$ cat config.mk
export PLATFORM = sky130hd
export DESIGN_NAME = booth_pp_decoder_acc_flat
export DESIGN_NICKNAME = d
export VERILOG_FILES = /design/src/rtl/booth_pkg.sv /design/src/rtl/booth_pp_decoder_acc_if.sv /design/src/rtl/booth_pp_select.sv /design/src/rtl/booth_pp_decoder_acc.sv /design/src/flat_wrapper.sv
export SDC_FILE = /design/constraint.sdc
export NUM_CORES = 1
export LEC_CHECK = 0
export BUFFER_PORTS_ARGS = -buffer_cell sky130_fd_sc_hd__buf_2
export CORE_ASPECT_RATIO = 1.2
export CORE_MARGIN = 3
export CORE_UTILIZATION = 59
export DETAILED_ROUTE_END_ITERATION = 10
export PLACE_DENSITY = 0.85
export SLEW_MARGIN = 20
export SYNTH_ARGS = -nofsm -noshare
export SYNTH_HDL_FRONTEND = slang
export SYNTH_SLANG_ARGS = --single-unit
$ cat constraint.sdc
create_clock -name clk -period 6 [get_ports clk]
set_clock_uncertainty 0.1 [all_clocks]
set_input_delay 0.3 -clock clk [delete_from_list [all_inputs] [get_ports clk]]
set_output_delay 0.3 -clock clk [all_outputs]
set_load 0.02 [all_outputs]
$ cat src/rtl/booth_pkg.sv
// Shared types and default sizes for the radix-4 Booth multiplier datapath.
// Used by the Booth encoder (producer) and the partial-product accumulator.
package booth_pkg;

  localparam int unsigned A_WIDTH_DEF    = 24;
  localparam int unsigned NUM_DIGITS_DEF = 4;
  localparam int unsigned P_WIDTH_DEF    = A_WIDTH_DEF + 2 * NUM_DIGITS_DEF;

  // One encoded radix-4 Booth digit: sign plus one-hot magnitude (1 or 2).
  typedef struct packed {
    logic neg;
    logic a1;
    logic a2;
  } booth_digit_t;

  typedef enum logic [1:0] {
    ST_IDLE = 2'd0,
    ST_ACC  = 2'd1,
    ST_DONE = 2'd2
  } booth_acc_state_t;

endpackage

$ cat src/rtl/booth_pp_decoder_acc_if.sv
// Handshake bundle for the Booth partial-product accumulator.
//   start_* : multiplicand hand-off (valid/ready)
//   dig_*   : encoded Booth digit stream, LSB digit first (valid/ready)
//   out_*   : signed product and illegal-digit flag (valid/ready)
// master = environment side, slave = accumulator side.
interface booth_pp_decoder_acc_if
  import booth_pkg::*;
#(
  parameter int unsigned A_WIDTH = A_WIDTH_DEF,
  parameter int unsigned P_WIDTH = P_WIDTH_DEF
);

  logic               start_valid;
  logic               start_ready;
  logic [A_WIDTH-1:0] start_mcand;

  logic               dig_valid;
  logic               dig_ready;
  logic               dig_neg;
  logic               dig_A;
  logic               dig_2A;

  logic               out_valid;
  logic               out_ready;
  logic [P_WIDTH-1:0] out_product;
  logic               out_err;

  modport master (
    output start_valid, start_mcand,
    input  start_ready,
    output dig_valid, dig_neg, dig_A, dig_2A,
    input  dig_ready,
    input  out_valid, out_product, out_err,
    output out_ready
  );

  modport slave (
    input  start_valid, start_mcand,
    output start_ready,
    input  dig_valid, dig_neg, dig_A, dig_2A,
    output dig_ready,
    output out_valid, out_product, out_err,
    input  out_ready
  );

endinterface

$ cat src/rtl/booth_pp_select.sv
// Combinational Booth digit decode: digit + multiplicand -> sign-extended
// partial product (0, +-A, +-2A) and an illegal-digit flag.
//   digit     : {neg, a1, a2} encoded Booth digit
//   mcand     : signed multiplicand
//   pp_c      : P_WIDTH two's-complement partial product (unshifted)
//   illegal_c : a1 and a2 both set; partial product forced to zero
module booth_pp_select
  import booth_pkg::*;
#(
  parameter int unsigned A_WIDTH = A_WIDTH_DEF,
  parameter int unsigned P_WIDTH = P_WIDTH_DEF
) (
  input  booth_digit_t       digit,
  input  logic [A_WIDTH-1:0] mcand,
  output logic [P_WIDTH-1:0] pp_c,
  output logic               illegal_c
);

  logic [P_WIDTH-1:0] ext;
  logic [P_WIDTH-1:0] mag;

  assign ext = {{(P_WIDTH - A_WIDTH){mcand[A_WIDTH-1]}}, mcand};

  // Negating a zero magnitude yields zero, so "-0" digits contribute nothing.
  always_comb begin
    illegal_c = digit.a1 & digit.a2;
    mag       = '0;
    if (!illegal_c) begin
      if (digit.a2) begin
        mag = ext << 1;
      end else if (digit.a1) begin
        mag = ext;
      end
    end
    pp_c = digit.neg ? (~mag + P_WIDTH'(1)) : mag;
  end

endmodule

$ cat src/rtl/booth_pp_decoder_acc.sv
// Radix-4 Booth digit consumer: latches a signed multiplicand, accumulates one
// shifted partial product per accepted digit, then presents the signed product.
//   clk, rst_n : clock, asynchronous active-low reset
//   bus        : slave side of booth_pp_decoder_acc_if (start / dig / out)
module booth_pp_decoder_acc
  import booth_pkg::*;
#(
  parameter int unsigned A_WIDTH    = A_WIDTH_DEF,
  parameter int unsigned NUM_DIGITS = NUM_DIGITS_DEF,
  parameter int unsigned P_WIDTH    = A_WIDTH + 2 * NUM_DIGITS
) (
  input logic                     clk,
  input logic                     rst_n,
  booth_pp_decoder_acc_if.slave   bus
);

  localparam int unsigned CNT_WIDTH = (NUM_DIGITS > 1) ? $clog2(NUM_DIGITS) : 1;
  localparam logic [CNT_WIDTH-1:0] LAST_CNT = CNT_WIDTH'(NUM_DIGITS - 1);

  booth_acc_state_t     state_q, state_d;
  logic [P_WIDTH-1:0]   acc_q, acc_d;
  logic [A_WIDTH-1:0]   mcand_q, mcand_d;
  logic [CNT_WIDTH-1:0] cnt_q, cnt_d;
  logic                 err_q, err_d;

  booth_digit_t         digit;
  logic [P_WIDTH-1:0]   pp_c;
  logic                 illegal_c;

  assign digit = '{neg: bus.dig_neg, a1: bus.dig_A, a2: bus.dig_2A};

  booth_pp_select #(
    .A_WIDTH (A_WIDTH),
    .P_WIDTH (P_WIDTH)
  ) u_pp_select (
    .digit     (digit),
    .mcand     (mcand_q),
    .pp_c      (pp_c),
    .illegal_c (illegal_c)
  );

  // Next-state and datapath update; each digit is weighted by 4^cnt.
  always_comb begin
    state_d = state_q;
    acc_d   = acc_q;
    mcand_d = mcand_q;
    cnt_d   = cnt_q;
    err_d   = err_q;
    unique case (state_q)
      ST_IDLE: begin
        if (bus.start_valid) begin
          mcand_d = bus.start_mcand;
          acc_d   = '0;
          cnt_d   = '0;
          err_d   = 1'b0;
          state_d = ST_ACC;
        end
      end
      ST_ACC: begin
        if (bus.dig_valid) begin
          acc_d = acc_q + (pp_c << {cnt_q, 1'b0});
          cnt_d = cnt_q + CNT_WIDTH'(1);
          err_d = err_q | illegal_c;
          if (cnt_q == LAST_CNT) begin
            state_d = ST_DONE;
          end
        end
      end
      ST_DONE: begin
        if (bus.out_ready) begin
          state_d = ST_IDLE;
        end
      end
      default: state_d = ST_IDLE;
    endcase
  end

  // State, datapath and registered handshake flags.
  always_ff @(posedge clk or negedge rst_n) begin
    if (!rst_n) begin
      state_q         <= ST_IDLE;
      acc_q           <= '0;
      mcand_q         <= '0;
      cnt_q           <= '0;
      err_q           <= 1'b0;
      bus.start_ready <= 1'b1;
      bus.dig_ready   <= 1'b0;
      bus.out_valid   <= 1'b0;
    end else begin
      state_q         <= state_d;
      acc_q           <= acc_d;
      mcand_q         <= mcand_d;
      cnt_q           <= cnt_d;
      err_q           <= err_d;
      bus.start_ready <= (state_d == ST_IDLE);
      bus.dig_ready   <= (state_d == ST_ACC);
      bus.out_valid   <= (state_d == ST_DONE);
    end
  end

  // Product and error flag come straight from their registers.
  assign bus.out_product = acc_q;
  assign bus.out_err     = err_q;

endmodule
$ cat src/flat_wrapper.sv
// flat-port wrapper written by rule: the top's interface ports become plain ports
module booth_pp_decoder_acc_flat import booth_pkg::*;
#(
  parameter int unsigned A_WIDTH    = A_WIDTH_DEF,
  parameter int unsigned NUM_DIGITS = NUM_DIGITS_DEF,
  parameter int unsigned P_WIDTH    = A_WIDTH + 2 * NUM_DIGITS
)
  (clk, rst_n, bus_start_valid, bus_start_mcand, bus_start_ready, bus_dig_valid, bus_dig_neg, bus_dig_A, bus_dig_2A, bus_dig_ready, bus_out_valid, bus_out_product, bus_out_err, bus_out_ready);
  booth_pp_decoder_acc_if #(.A_WIDTH(A_WIDTH), .P_WIDTH(P_WIDTH)) bus_i ();
  input logic clk;
  input logic rst_n;
  input wire logic [$bits(bus_i.start_valid)-1:0] bus_start_valid;
  input wire logic [$bits(bus_i.start_mcand)-1:0] bus_start_mcand;
  output wire logic [$bits(bus_i.start_ready)-1:0] bus_start_ready;
  input wire logic [$bits(bus_i.dig_valid)-1:0] bus_dig_valid;
  input wire logic [$bits(bus_i.dig_neg)-1:0] bus_dig_neg;
  input wire logic [$bits(bus_i.dig_A)-1:0] bus_dig_A;
  input wire logic [$bits(bus_i.dig_2A)-1:0] bus_dig_2A;
  output wire logic [$bits(bus_i.dig_ready)-1:0] bus_dig_ready;
  output wire logic [$bits(bus_i.out_valid)-1:0] bus_out_valid;
  output wire logic [$bits(bus_i.out_product)-1:0] bus_out_product;
  output wire logic [$bits(bus_i.out_err)-1:0] bus_out_err;
  input wire logic [$bits(bus_i.out_ready)-1:0] bus_out_ready;
  assign bus_i.start_valid = bus_start_valid;
  assign bus_i.start_mcand = bus_start_mcand;
  assign bus_start_ready = bus_i.start_ready;
  assign bus_i.dig_valid = bus_dig_valid;
  assign bus_i.dig_neg = bus_dig_neg;
  assign bus_i.dig_A = bus_dig_A;
  assign bus_i.dig_2A = bus_dig_2A;
  assign bus_dig_ready = bus_i.dig_ready;
  assign bus_out_valid = bus_i.out_valid;
  assign bus_out_product = bus_i.out_product;
  assign bus_out_err = bus_i.out_err;
  assign bus_i.out_ready = bus_out_ready;
  booth_pp_decoder_acc #(.A_WIDTH(A_WIDTH), .NUM_DIGITS(NUM_DIGITS), .P_WIDTH(P_WIDTH)) u_core (.clk(clk), .rst_n(rst_n), .bus(bus_i));
endmodule
==> results of run 1 <==
## worst max-delay path: stages, from the launching register on
cell,delay (ns)
dfrtp_1,0.42
nor4_1,0.31
o22ai_1,0.21
nor2_1,0.38
nand4_1,0.37
buf_4,0.28
or3_4,0.42
o2bb2ai_2,0.14
a2111oi_2,0.44
mux2_2,0.23
ha_1,0.29
a21o_1,0.22
a21oi_1,0.14
o31ai_1,0.10
o41ai_1,0.40
a211oi_1,0.18
or4_1,0.53
o2111ai_1,0.11
o31a_1,0.16
## cells by family after synthesis
kind of cell / count (synthesis) / synth area share, %
buf+inv: 51 / 3.436
compound gates: 260 / 29.67
flops: 64 / 27.34
mux: 54 / 10.03
xor+xnor: 29 / 4.333
fa+ha+maj: 39 / 8.453
simple gates: 204 / 16.73
## area by class of cell
class                   instances  area share, %
multi-input cells             586          61.12
repair buffers                 80          6.501
well taps                     123          2.311
clock buffers                   9          3.382
clock inverters                 7          1.804
inverters                      14         0.7892
flip-flops and latches         64          24.09
## stage by stage
step	hold WS [ns]	util, %	area, um2
finish	0.03939	69.27	6659
global route	0.09095	69.27	6659
global placement	0.3746	65.63	6309
CTS	0.07736	69.22	6654
floorplan	-0.09559	-	5862
detailed placement	0.3954	65.63	6309
## flip-flops by register name, indices dropped and copies added (netlist names)
signal	cells
u_core.bus.dig_ready	1
u_core.bus.out_err	1
u_core.cnt_q	2
u_core.state_q	2
u_core.bus.out_valid	1
u_core.mcand_q	24
u_core.bus.out_product	32
u_core.bus.start_ready	1
## worst paths after layout
path,start,end,slack (ns),depth (start not counted)
max,u_core.mcand_q[3]$_DFFE_PN0P_,u_core.bus.out_product[31]$_DFFE_PN0P_,0.51,18
min,rst_n,u_core.mcand_q[5]$_DFFE_PN0P_,0.04,2
max reg2reg,u_core.mcand_q[3]$_DFFE_PN0P_,u_core.bus.out_product[31]$_DFFE_PN0P_,0.51,18
min reg2reg,u_core.bus.out_product[27]$_DFFE_PN0P_,u_core.bus.out_product[27]$_DFFE_PN0P_,0.41,2
max in group asynchronous,rst_n,u_core.cnt_q[0]$_DFFE_PN0P_,5.17,2
min in group clk,bus_start_mcand[7],u_core.mcand_q[7]$_DFFE_PN0P_,0.09,2
## cell usage after synthesis, types with 14 or more instances
cell type	instances
a21oi_1	49
a22o_1	14
dfrtp_1	63
nor2_1	41
nand3_1	22
mux2_2	27
nand2_1	74
ha_1	38
a22oi_1	18
clkbuf_1	28
xnor2_1	17
o21ai_0	69
mux2i_1	25
## power groups by stage
stage,Clock (mW),Sequential (mW),Combinational [mW]
finish,0.604,0.892,3.13
global placement,0,0.876,2.99
CTS,0.614,0.887,3.09
detailed placement,0,0.889,3.06
global route,0.636,0.924,3.46
floorplan,0,0.938,2.29
## layer usage
metal / wire length, um / GRT usage (%) / up-vias
li1: - / - / 2763
met4: 329 / 8.614 / 0
met1: 6751 / 37.12 / 2720
met5: 0 / 0 / -
met2: 7341 / 47.15 / 255
met3: 1083 / 3.944 / 33
==> metrics, run 1 <==
status=complete, no violations; routed vias=slightly below 6k; gpl congestion=0.8804; Worst-Skew Late Latency=0.34 ns; most frequent cells in the layout=nand2_1 (74), o21ai_0 (69), buf_2 (67); P&R area growth vs syn=13.60%; Internal=2.327 mW; Max-cap violations=0; final worst slack=0.5111 ns; Clk pwr share=13.1%; Tmin final=5.489 ns; vias in the first global route=~5.5k; Arr. time, crit path=5.66 ns; Power Dens Cells=approximately 700 nW/um2; # H-tree levels=3; I/O Buffers=67; maximum clock frequency=0.1822 GHz; total CTS buffers=9; largest cells by area after synthesis=dfrtp_1 (27%), ha_1 (8.1%), o21ai_0 (5.9%); measured slew at the worst slew-check pin=0.8189 ns; CP Data Required Time=between 6 and 7 ns; first-pass GRT wire length=25880 um; Hold Vio Cnt, Final=0; Final Max Tran Viols=0; routed wire length=roughly 16000 um; antenna violations before repair=0; DR WL/cell=17.56 um; Leak=just under 3 nW; Placed Cells=approximately 870; Total Power=4.621 mW; commonest non-fill, non-tap cell in the layout=nand2_1; Post CTS Setup Buffer Count=0; Synth Warn #=0; Place WS=0.4517 ns; Crit Path Max Fanout=8; kind of critical path=flop to flop; Ant. Diodes=0; hold buffers post-CTS=0; fin cells=roughly 880; crit share post-route=91.48%; die height=115.2 um; clock slew seen by the registers of the worst setup and hold paths=0.06 ns; Multi-input gate area=4070 um2; crit path capture type=flop; row cnt=39; Fillers=817; share of cells above drive strength 1=18.68%; maximum vdd ir drop=0.4316 mV; Initial Utilization=between 60 and 70%; Syn Inst Count=701; post-DP HPWL=11530 um; top_reg_cell synth=dfrtp_1; DRC Markers=0; share of the synthesized area in the top cell type=26.89%; Sw Ratio=49.65%; largest net degree at the start of global routing=65; Async S/R FF share, synth=100.0%; Clock Tree Buf Depth=2; Tightest Hold Check Type=input pin to asynchronous set/reset pin; Tot GR Track Use=around 28%; I/O pins=68; Starting DRT DRC Count=398; RSZ-0062 raised after global routing=no; cell taking the most area after synthesis=dfrtp_1; Sink Count=64; sequential power share=around a fifth; TNS Setup=0 ns; Mapped Area=5862 um2; Comb power frac=67.6%; GRT overflow=0; Routed Antenna Nets=0; Die Area=11170 um2; Slew HR=a little under half; post-synth cell types=between 70 and 80; Setup Viol. Count Final=0; Post-synth EDFFs=0; Die X=about 97 um; Avg Synthesized Cell Area=8.362 um2; core area=9613 um2; sequential fraction of the synthesis area=27.34%; Root Buffer=clkbuf_16; Net Sw Power=2.294 mW; vias per cell=6.536; Reg area=~1600 um2; TritonCTS clock tree=done; Yosys reg bits=64; type of origin of the critical path=flop; Mapped Nets=772; NumNets Final=826; PostCTS Resize Cnt=0; drt pass-1 iters=5
Power figures use the tool's default switching activity.
==> inputs of run 2 (changes only) <==
==> constraint.sdc (replaced) <==
create_clock -name clk -period 6.87 [get_ports clk]
set_clock_uncertainty 0.1 [all_clocks]
set_input_delay 0.3435 -clock clk [delete_from_list [all_inputs] [get_ports clk]]
set_output_delay 0.3435 -clock clk [all_outputs]
set_load 0.01 [all_outputs]
==> run 2 against run 1 <==
Compared with the run above: sequential share of layout area up 0.32 points; combinational power decreased by 14%; cell count is 0.79% lower; first-iteration DRC count increased by 38%; via count is 0.64% lower; global-route usage rose by 1.2 points; clock power is 22% lower; utilization shrank 0.91 points; routed wire length rose by 1.5%; critical endpoint unchanged; largest cell class unchanged.
==> metrics, run 2 (synthesis gave the netlist of run 1 again) <==
status=complete, no violations; DR WL/cell=17.96 um (+2.3%); vias per cell=6.546 (+0.15%); Power Dens Cells=597.7 nW/um2 (-14%); crit share post-route=83.46%; Post-DP Area=6256 um2 (-0.83%); Initial Utilization=60.98% (unchanged); first-pass GRT wire length=26970 um (+4.2%); Leak=2.913 nW (-1.5%); worst reg-to-reg setup slack=1.17 ns (+0.66 ns); post-DP HPWL=11510 um (-0.23%); Tot GR Track Use=29.07% (+1.2 points); maximum vdd ir drop=0.3900 mV (-9.6%); final instance area=6571 um2 (-1.3%); Tmin final=~5.7 ns; DRC Markers=0 (unchanged); Die Area=11170 um2 (unchanged); NumNets Final=819 (-0.85%); row cnt=39 (unchanged); reg-to-reg startpoint=u_core.mcand_q[3]$_DFFE_PN0P_; antenna violations before repair=0 (unchanged); Crit Path Max Fanout=30 (+22); routed wire length=15740 um (+1.5%); most frequent cells in the layout=nand2_1 (74), o21ai_0 (69), buf_2 (67); kind of critical path=input pin to flop; clock slew seen by the registers of the worst setup and hold paths=0.06 ns (about the same); Setup Viol. Count Final=0 (unchanged); Fin Hold WS=0.08771 ns (+0.04832 ns); reg2reg end=u_core.bus.out_product[31]$_DFFE_PN0P_; TNS Setup=0 ns (unchanged); max reg flops=32 (unchanged); RSZ-0062 raised after global routing=no; vias in the first global route=5496 (+0.66%); Root Buffer=clkbuf_16; I/O pins=68 (unchanged); Reg2Reg Depth=17 (-1); # H-tree levels=3 (unchanged); maximum clock frequency=roughly 0.17 GHz; worst setup path endpoint=u_core.bus.out_product[31]$_DFFE_PN0P_; Final Max Tran Viols=0 (unchanged); drt pass-1 iters=5 (unchanged); I/O Buffers=67 (unchanged); hold buffers post-CTS=0 (unchanged); total CTS buffers=9 (unchanged); GRT overflow=0 (unchanged); Post CTS Setup Buffer Count=0 (unchanged); P&R area growth vs syn=12.10%; Sink Count=64 (unchanged); measured slew at the worst slew-check pin=1.023 ns (+0.2042 ns); TritonCTS clock tree=done; largest net degree at the start of global routing=65 (unchanged); Routed Antenna Nets=0 (unchanged); Max-cap violations=0 (unchanged); CP Data Required Time=6.99 ns (+0.81 ns); Clock Tree Buf Depth=2 (unchanged); Setup crit start=bus_dig_A; Hold Vio Cnt, Final=0 (unchanged); final worst slack=1.136 ns (+0.6253 ns); Total Power=3.928 mW (-15%); Slew HR=31.48% (-14 points); type of origin of the critical path=input pin; Die X=96.99 um (unchanged); core area=9613 um2 (unchanged); die height=115.2 um (unchanged); gpl congestion=0.9249 (+5.1%); Tightest Hold Check Type=input pin to asynchronous set/reset pin; routed vias=5734 (-0.64%); Starting DRT DRC Count=548 (+38%); share of cells above drive strength 1=17.93% (-0.76 points); Ant. Diodes=0 (unchanged); Worst-Skew Late Latency=0.34 ns (about the same); Arr. time, crit path=5.86 ns (+0.20 ns); Place WS=0.8991 ns (+0.4474 ns); commonest non-fill, non-tap cell in the layout=nand2_1; PostCTS Resize Cnt=0 (unchanged); crit path capture type=flop
==> run 2: cell types whose count changed in the layout (fill, tap and decap cells not counted), moves of 2 or more <==
cell | previous run | this run
clkinv_4 | 0 | 2
buf_4 | 13 | 6
bufinv_16 | 3 | 1
inv_6 | 0 | 2
clkinvlp_4 | 4 | 2
==> run 2: metrics by stage <==
stage               util (%)  std cells
detailed placement     65.08        860
finish                 68.36        876
floorplan                  -        701
global placement       65.08        860
CTS                    68.25        876
global route           68.36        876
==> run 2: layout make-up <==
cell class / instances / area, um2
Multi-Input combinational cell: 586 / 4075
Fill cell: 803 / 3042
Sequential cell: 64 / 1604
Timing Repair Buffer: 73 / 380.4
Clock buffer: 9 / 225.2
Tap cell: 123 / 153.9
Clock inverter: 7 / 80.08
Inverter: 14 / 52.55
==> run 2: per-layer routing <==
metal	up-vias	track usage [%]	share of wire (%)
li1	2764	-	-
met1	2692	39.70	44
met2	243	46.69	47
met3	35	3.580	6.6
met4	0	12.83	2.7
met5	-	0	0
==> run 2: worst min-delay path by stage <==
stage,start,end,cells past startpoint
floorplan,rst_n,u_core.bus.dig_ready$_DFF_PN0_,0
global placement,u_core.bus.out_err$_DFFE_PN0P_,u_core.bus.out_err$_DFFE_PN0P_,2
detailed placement,u_core.bus.out_product[21]$_DFFE_PN0P_,u_core.bus.out_product[21]$_DFFE_PN0P_,2
CTS,rst_n,u_core.mcand_q[4]$_DFFE_PN0P_,2
global route,bus_start_mcand[1],u_core.mcand_q[1]$_DFFE_PN0P_,2
finish,rst_n,u_core.mcand_q[2]$_DFFE_PN0P_,2
==> run 2: where the power goes <==
part | leakage (nW) | internal, mW | switching [mW]
registers | 0.784 | 0.563 | 0.216
clock network | 0.143 | 0.284 | 0.189
logic | 1.99 | 1.11 | 1.56
total | 2.91 | 1.96 | 1.97
==> run 2: critical path, stage by stage <==
cell	delay (ns)
buf_2	0.14
nor2b_2	0.84
a22oi_1	0.27
and3_1	0.29
nand4_1	0.44
nor3_1	0.18
o311ai_0	0.64
mux2i_1	0.19
ha_1	0.42
nand3_1	0.11
or3_1	0.41
o31ai_1	0.33
o41ai_1	0.14
a211oi_1	0.54
or4_1	0.21
o211ai_1	0.09
o31a_1	0.26
==> inputs of run 3 (changes only) <==
- ABC_AREA: unset -> 1
- CORE_UTILIZATION: 59 -> 54
- PLACE_DENSITY: 0.85 -> 0.83
- clock period: 6.87 -> 4.8 ns (I/O delays scaled with it)
==> run 3 against run 2 <==
Compared with the run above: first-iteration DRC count fell by 22%; routed wire length rose by 1.9%; count of clock-buffer cells in the layout rose by 2; register-to-register slack got worse by 0.24 ns; worst setup slack got worse by 0.23 ns; sequential power rose by 28%; synthesized cell count rose by 35%; critical path type unchanged; global-route usage fell by 1.8 points; the flow now finishes with violations (negative hold slack); area after synthesis rose by 1.3%.
==> metrics, run 3 <==
status=complete, but fails checks; failing checks=negative hold slack; row cnt=41 (+5.1%); measured slew at the worst slew-check pin=0.8479 ns (-0.1752 ns); Routed Antenna Nets=0 (unchanged); total CTS buffers=9 (unchanged); max reg flops=32 (unchanged); Ant. Diodes=0 (unchanged); Tot GR Track Use=27.24% (-1.8 points); RSZ-0062 raised after global routing=no; commonest non-fill, non-tap cell in the layout=nand2_1; Initial Utilization=55.93% (-5.0 points); hold buffers post-CTS=11 (+11); Power Dens Cells=820.0 nW/um2 (+37%); Worst-Skew Late Latency=0.34 ns (about the same); Sink Count=64 (unchanged); Syn Inst Count=947 (+35%); type of origin of the critical path=input pin; most frequent cells in the layout=nand2_1 (312), nand3_1 (145), nor2_1 (74); Synth Warn #=0 (unchanged); TNS Setup=0 ns (unchanged); area share of and/or/nand/nor cells after synthesis=42.87% (+26 points); Async S/R FF share, synth=100.0% (unchanged); Reg area=1603 um2 (about the same); share of cells above drive strength 1=11.71% (-6.2 points); Max-cap violations=0 (unchanged); Hold Vio Cnt, Final=26 (+26); Setup Viol. Count Final=0 (unchanged); routed wire length=16040 um (+1.9%); Multi-input gate area=3918 um2 (-3.9%); core area=10620 um2 (+10%); Fin Hold WS=-0.02250 ns (-0.1102 ns); Clock Tree Buf Depth=2 (unchanged); crit-path max cell delay=0.41 ns (-0.43 ns); Die X=101.7 um (+4.9%); kind of critical path=input pin to flop; crit share post-route=81.09%; die height=120.9 um (+4.9%); post-DP HPWL=12340 um (+7.2%); final instance area=6761 um2 (+2.9%); PostCTS Resize Cnt=0 (unchanged); Synth Area in Compound Gates=13.55% (-16 points); post-synth cell types=43 (-44%); CP Data Required Time=4.92 ns (-2.07 ns); Post CTS Setup Buffer Count=0 (unchanged); top_reg_cell synth=dfrtp_1; Arr. time, crit path=4.01 ns (-1.85 ns); Mapped Nets=1018 (+32%); cell taking the most area after synthesis=dfrtp_1; TritonCTS clock tree=done; Die Area=12300 um2 (+10%); Final Max Tran Viols=0 (unchanged); maximum clock frequency=0.2569 GHz; gpl congestion=0.9612 (+3.9%); Leak=3.611 nW (+24%); # H-tree levels=3 (unchanged); DRC Markers=0 (unchanged); Post-synth EDFFs=0 (unchanged); routed vias=6371 (+11%); Post-Synth XOR/XNOR Area=1.032% (-3.3 points); NumNets Final=1082 (+32%); Tmin final=a little under 4 ns; largest cells by area after synthesis=dfrtp_1 (27%), nand2_1 (20%), nand3_1 (12%); final worst slack=0.9075 ns (-0.2290 ns); cell repeated most along the worst path=nand2_1; Yosys reg bits=64 (unchanged); Place WS=0.5909 ns (-0.3082 ns); I/O Buffers=67 (unchanged); final core utilization=63.67% (-4.7 points); vias in the first global route=6042 (+9.9%); largest net degree at the start of global routing=65 (unchanged); sequential fraction of the synthesis area=26.99% (-0.36 points); crit path capture type=flop; first-pass GRT wire length=27190 um (+0.79%); largest family of logic cells by synthesized area=simple AND/OR/NAND/NOR gates; clock slew seen by the registers of the worst setup and hold paths=0.06 ns (about the same); Avg Synthesized Cell Area=6.272 um2 (-25%); P&R area growth vs syn=13.84%; antenna violations before repair=0 (unchanged); most common cell in the netlist=nand2_1; vias per cell=5.564 (-15%); Root Buffer=clkbuf_16; adder-cell share of the synthesized area=8.342% (-0.11 points); Fillers=1029 (+28%); Cell Chain, Critical Path=buf_2, inv_2, nand3_1, nand2_1, nor2_2, nand3_1, o21ai_0, or2_2, nand3_1, nand3_1, o21ai_0, ha_1, nand2_1, nor3_1, nand2_1, nand2_1, a21oi_1, o21ai_0, nand2_1, a21oi_1, o21ai_0; Crit Path Max Fanout=23 (-23%); most frequent cells after synthesis=nand2_1 (312), nand3_1 (145), nor2_1 (74); Slew HR=43.41% (+12 points); Starting DRT DRC Count=426 (-22%); share of the synthesized area in the top cell type=26.54% (-0.35 points); Mapped Area=5939 um2 (+1.3%); maximum vdd ir drop=0.2965 mV (-24%); drt pass-1 iters=5 (unchanged); I/O pins=68 (unchanged); Post-DP Area=6344 um2 (+1.4%); mux cell area share after synthesis=0.1685% (-9.9 points); GRT overflow=0 (unchanged); DR WL/cell=14.00 um (-22%); CP max stage cell=ha_1; Tightest Hold Check Type=input pin to asynchronous set/reset pin
## run 3: changes by cell type after synthesis, sizes merged, moves of 18 or more
cell   delta
nor2     +42
mux2     -28
nand3   +126
mux2i    -24
inv      +56
a22oi    -18
nand2   +245
## run 3: final timing paths
kind	cells after the start	startpoint	slack [ns]	to
max	21	bus_dig_A	0.91	u_core.bus.out_product[30]$_DFFE_PN0P_
min	2	rst_n	-0.02	u_core.bus.out_product[27]$_DFFE_PN0P_
max reg2reg	19	u_core.mcand_q[0]$_DFFE_PN0P_	0.93	u_core.bus.out_product[30]$_DFFE_PN0P_
min reg2reg	1	u_core.bus.out_err$_DFFE_PN0P_	0.41	u_core.bus.out_err$_DFFE_PN0P_
max in group asynchronous	2	rst_n	4.09	u_core.mcand_q[2]$_DFFE_PN0P_
min in group clk	3	bus_start_mcand[1]	0	u_core.mcand_q[1]$_DFFE_PN0P_
## run 3: critical path, delay by kind of cell
kind	cells	cell delay (ns)
buf+inv	2	0.57
compound gates	6	1.10
fa+ha+maj	1	0.41
simple gates	12	1.68
## run 3: cell type report
class                           count  share of cell area [%]
Tap cell                          129                   2.387
Timing Repair Buffer               85                   7.365
Inverter                           73                   4.053
Multi-Input combinational cell    778                   57.94
Clock inverter                      5                  0.8142
Clock buffer                       11                   3.738
Sequential cell                    64                   23.70
## run 3: metrics by stage
step                      cells  hold slack [ns]  total power, mW
after floorplan             947          -0.1556            3.836
after global placement     1118           0.3334            4.756
after detailed placement   1118           0.3360            4.798
after CTS                  1145         0.001363            5.508
after global routing       1145         0.009054            6.158
final                      1145         -0.02250            5.544
## run 3: cells by family (layout without fill, tap and decap cells)
logic type | Yosys count | in the layout
buffers and inverters | 105 | 174
AND/OR/NAND/NOR | 586 | 586
multiplexers | 1 | 1
AO/OA/AOI/OAI | 145 | 145
flip-flops | 64 | 64
XOR/XNOR | 7 | 7
adder cells (fa/ha/maj) | 39 | 39
## run 3: power breakdown
group	switching, mW	internal, mW
Combinational	2.55	1.32
Clock	0.251	0.428
Sequential	0.207	0.793
## run 3: routing by layer
metal	wire length (um)	GRT usage, %	part of all wire [%]
met1	7109	35.10	44
met4	317	9.559	2.0
met5	0	0	0
met3	785	3.853	4.9
met2	7822	46.19	49
